**config.mk**
```make
export PLATFORM = sky130hd
export DESIGN_NAME = mio_bus_responder
export DESIGN_NICKNAME = d
export VERILOG_FILES = /design/src/rtl/mio_pkg.sv /design/src/rtl/mio_addr_decode.sv /design/src/rtl/mio_bus_responder.sv
export SDC_FILE = /design/constraint.sdc
export NUM_CORES = 1
export LEC_CHECK = 0
export ABC_AREA = 1
export CAP_MARGIN = 20
export CORE_MARGIN = 5
export CORE_UTILIZATION = 51
export CTS_CLUSTER_SIZE = 30
export DETAILED_ROUTE_END_ITERATION = 8
export DONT_BUFFER_PORTS = 1
export PLACE_DENSITY = 0.69
export SETUP_SLACK_MARGIN = 0.3
export SLEW_MARGIN = 20
export SYNTH_ARGS = -nofsm -noshare
export SYNTH_HDL_FRONTEND = slang
export SYNTH_HIERARCHICAL = 1
export SYNTH_SLANG_ARGS = --single-unit
```
**constraint.sdc**
```tcl
create_clock -name clk -period 1.6 [get_ports clk]
set_input_delay 0.32 -clock clk [delete_from_list [all_inputs] [get_ports clk]]
set_output_delay 0.32 -clock clk [all_outputs]
set_load 0.01 [all_outputs]
```
**src/rtl/mio_pkg.sv**
```systemverilog
// Shared constants and types for the MIO bus responder.
// Region map, FSM states and one-hot region hit bundle.
package mio_pkg;

  localparam logic [31:0] RAM_LIMIT = 32'h0000_FFFF;
  localparam logic [31:0] LED_ADDR  = 32'hE000_0000;
  localparam logic [31:0] SW_ADDR   = 32'hF000_0000;
  localparam logic [31:0] CNT_ADDR  = 32'hF000_0004;

  typedef enum logic [1:0] {
    IDLE,
    RAM_WAIT,
    RESP
  } state_t;

  typedef struct packed {
    logic ram;
    logic led;
    logic sw;
    logic cnt;
    logic none;
  } hit_t;

endpackage

```
**src/rtl/mio_addr_decode.sv**
```systemverilog
// Address decoder: maps a byte address to a one-hot region hit.
// Byte offset bits are masked so only word addresses are compared.
module mio_addr_decode
  import mio_pkg::*;
(
  input  logic [31:0] addr_bus,
  output hit_t        hit
);

  logic [31:0] word;

  assign word = addr_bus & ~32'h3;

  always_comb begin
    hit = '0;
    unique case (1'b1)
      (word <= RAM_LIMIT): hit.ram  = 1'b1;
      (word == LED_ADDR):  hit.led  = 1'b1;
      (word == SW_ADDR):   hit.sw   = 1'b1;
      (word == CNT_ADDR):  hit.cnt  = 1'b1;
      default:             hit.none = 1'b1;
    endcase
  end

endmodule

```
**src/rtl/mio_bus_responder.sv**
```systemverilog
// CPU memory/IO responder: RAM, LED, switch and free-running counter.
// Single FSM with registered completion pulse and read data.
module mio_bus_responder
  import mio_pkg::*;
(
  input  logic        clk,
  input  logic        rst,
  input  logic        CPU_MIO,
  input  logic        mem_w,
  input  logic [31:0] addr_bus,
  input  logic [31:0] Data_out,
  output logic [31:0] Data_in,
  output logic        MIO_ready,
  output logic [9:0]  ram_addr,
  output logic        ram_we,
  output logic [31:0] ram_din,
  input  logic [31:0] ram_dout,
  input  logic [15:0] sw_in,
  output logic [15:0] led_out
);

  state_t      state;
  hit_t        hit;
  logic [31:0] cnt;
  logic [31:0] rd_mux;
  logic        accept;

  mio_addr_decode u_dec (
    .addr_bus (addr_bus),
    .hit      (hit)
  );

  assign accept   = (state == IDLE) && CPU_MIO;
  assign ram_addr = addr_bus[11:2];
  assign ram_din  = Data_out;
  assign ram_we   = accept && mem_w && hit.ram && !rst;

  always_comb begin
    rd_mux = '0;
    unique case (1'b1)
      hit.led: rd_mux = {16'h0, led_out};
      hit.sw:  rd_mux = {16'h0, sw_in};
      hit.cnt: rd_mux = cnt;
      default: rd_mux = '0;
    endcase
  end

  always_ff @(posedge clk) begin
    if (rst) begin
      state     <= IDLE;
      MIO_ready <= 1'b0;
      Data_in   <= '0;
      led_out   <= '0;
      cnt       <= '0;
    end else begin
      // a CNT write below overrides this increment
      cnt       <= cnt + 32'd1;
      MIO_ready <= 1'b0;
      unique case (state)
        IDLE: begin
          if (CPU_MIO) begin
            if (mem_w) begin
              state     <= RESP;
              MIO_ready <= 1'b1;
              if (hit.led) led_out <= Data_out[15:0];
              if (hit.cnt) cnt <= Data_out;
            end else if (hit.ram) begin
              state <= RAM_WAIT;
            end else begin
              state     <= RESP;
              MIO_ready <= 1'b1;
              Data_in   <= rd_mux;
            end
          end
        end
        RAM_WAIT: begin
          state     <= RESP;
          MIO_ready <= 1'b1;
          Data_in   <= ram_dout;
        end
        RESP:    state <= IDLE;
        default: state <= IDLE;
      endcase
    end
  end

endmodule

```
==> summary.md <==
| Metric | Value |
|---|---|
| Clock tree root driver cell | clkbuf_8 |
| Seq pwr share | 51.2% |
| Chip width | 111 um |
| Pin count of the biggest net entering global routing | 56 |
| Max_cap viols | 0 |
| Pleak | 0.00296 uW |
| Grt ovf | 0 |
| Switching pwr | 997 uW |
| Final setup TNS | 0 ps |
| Tmin final | 1460 ps |
| Reg clk slew, reported paths | 90 ps |
| Hold Path Class | input port to flop |
| Placed inst area | 0.00521 sq mm |
| CORE AREA | 0.00982 sq mm |
| Initial antenna violation count | 0 |
| Sw frac | 24.0% |
| Antenna Cells | 0 |
| Design Area, Final | 0.00659 sq mm |
| CP required | 1860 ps |
| Share of cells above drive strength 1 | 27.7% |
| Overall Power | 4150 uW |
| FP Rows | 36 |
| Clk network pwr share | 41.2% |
| Final WL | 17700 um |
| Drt wl/cell | 18.0 um |
| Worst slew pin tran | 298 ps |
| Internal | 3150 uW |
| Slew headroom | 80.1% |
| Fin. max-slew vios | 0 |
| Peak Freq | 683 MHz |
| Final hold violations | 0 |
| Logic pwr share | 7.6% |
| Die area | 0.0122 sq mm |
| Status | finished, final reports clean |
| FF/Latch Area | 0.00172 sq mm |
| Avg Synthesized Cell Area | 6.14 sq um |
| Endpoints failing setup | 0 |
| Critical path capture point type | flop |
| Post-Route Skew | 8.61 ps |
| Vias/cell | 5.57 |
| Post-synthesis cell area | 0.00517 sq mm |
| Area grow syn2layout | 27.6% |
| CTS tree | yes |
| Critical-path maximum fanout | 7 |
| Setup Slack @ Placement | -108 ps |
| Clock Sinks | 83 |
| Cell count after synthesis | 842 |
| Synth warnings | 6 |
| Worst path arrival time | 1730 ps |
| Port bufs | 0 |
| Crit path kind | flop to flop |
| Cts bufs inserted | 9 |
| Syn_nets | 959 |
| Initial core utilization | 52.6% |
| Routability Congestion | 0.943 |
| Clk_lat worst skew | 360 ps |
| Final core occ | 67.1% |
| Vias in the first global route | 5108 |
| Total number of vias | 5466 |
| Nets | 960 |
| First-pass DRT Iterations | 5 |
| Global-route wire length before repair | 26300 um |
| Tot GR Track Use | 26.2% |
| Layout fillers | 845 |
| Residual DRC count | 0 |
| Area used by multi-input combinational logic | 0.00316 sq mm |
| H-tree depth | 3 |
| Power per cell area | 629 mW/mm^2 |
| RSZ-0062 raised after global routing | true |
| Worst VDD drop | 439 uV |
| Final setup margin | 136 ps |
| 1st-iter DRT viols | 537 |
| Max Buffers Root-to-Sink | 2 |
| DP Wirelength | 11500 um |
| Critical path launch point type | flop |
| Io pins | 208 |
| Die Y | 111 um |
| Final period utilization | 91.5% |
| Number of antenna-violating nets in the routed design | 0 |
## registers in the layout, indices dropped and copies added, names as in the netlist
name / count
Data_in: 32
MIO_ready: 1
cnt: 32
led_out: 16
state: 2
## cells in the final DEF, fill, tap and decap left out, types with 3 or more instances in the layout
master,count
nand2_1,226
inv_1,83
nand3_1,77
nor2_1,72
dfxtp_1,60
buf_4,29
nor2_2,25
o21ai_2,25
o21ai_1,24
nor2_4,22
o21ai_0,18
a31oi_1,16
buf_6,15
nand3_2,13
nand2_2,13
dfxtp_2,12
dfxtp_4,11
buf_12,11
nand3b_1,10
clkbuf_8,10
buf_16,8
a21oi_2,7
o21bai_1,7
inv_2,5
nand2_4,5
nand3_4,4
a21oi_1,4
xor2_1,4
clkbuf_16,4
nand4_1,3
inv_6,3
## final cells by class
| class | count | area share [%] |
|---|---|---|
| multi-input cells | 587 | 47.9 |
| well taps | 133 | 2.52 |
| clock buffers | 12 | 2.20 |
| flip-flops and latches | 83 | 26.1 |
| repair buffers | 68 | 14.3 |
| inverters | 94 | 5.85 |
| clock inverters | 4 | 1.12 |
## worst max-delay path, stage by stage, from the launching register on
cell,delay [ps]
dfxtp_2,340
nor2_4,140
buf_6,110
nand4_1,90
buf_6,190
buf_12,140
buf_16,130
nor2_4,70
nor2_1,40
o21ai_1,60
inv_1,40
## power groups by stage
stage	Sequential [uW]	Combinational (uW)	Clock, uW
after floorplan	2180	266	0
after global placement	2180	197	0
after detailed placement	2180	205	0
after CTS	2140	254	1730
after global routing	2130	340	1820
final	2120	313	1710
## layer usage
metal / track usage [%] / part of all wire, % / vias to the layer above / wire length [um]
met5: 0 / 0 / - / 0
met2: 42.8 / 48 / 264 / 8460
met1: 32.7 / 40 / 2523 / 7080
met4: 9.93 / 2.3 / 0 / 403
met3: 7.42 / 9.8 / 43 / 1720
li1: - / - / 2636 / -
## final timing paths
kind	startpoint	to	slack [ps]	cells after the start
worst max-delay path	state[1]$_SDFFE_PP0N_	cnt[11]$_SDFF_PP0_	140	10
worst min-delay path	Data_out[15]	led_out[15]$_SDFFE_PP0P_	90	2
worst max register to register	state[1]$_SDFFE_PP0N_	cnt[11]$_SDFF_PP0_	140	10
worst min register to register	cnt[31]$_SDFF_PP0_	Data_in[31]$_SDFFE_PP0P_	550	2
## repair_timing
item                                    in CTS  in global routing
hold buffers                                 0                  0
endpoints found under the setup margin      53                 81
pin swaps                                   17                 48
setup buffers                               11                 14
gates cloned                                 8                  4
gates resized for setup                     94                134
## per-stage QoR
stage	instances	hold WS [ps]
final	981	91.1
after global placement	928	472
after floorplan	842	466
after global routing	981	85.7
after detailed placement	928	477
after CTS	963	77.6
Note: power is estimated with default switching activity, not from simulation.
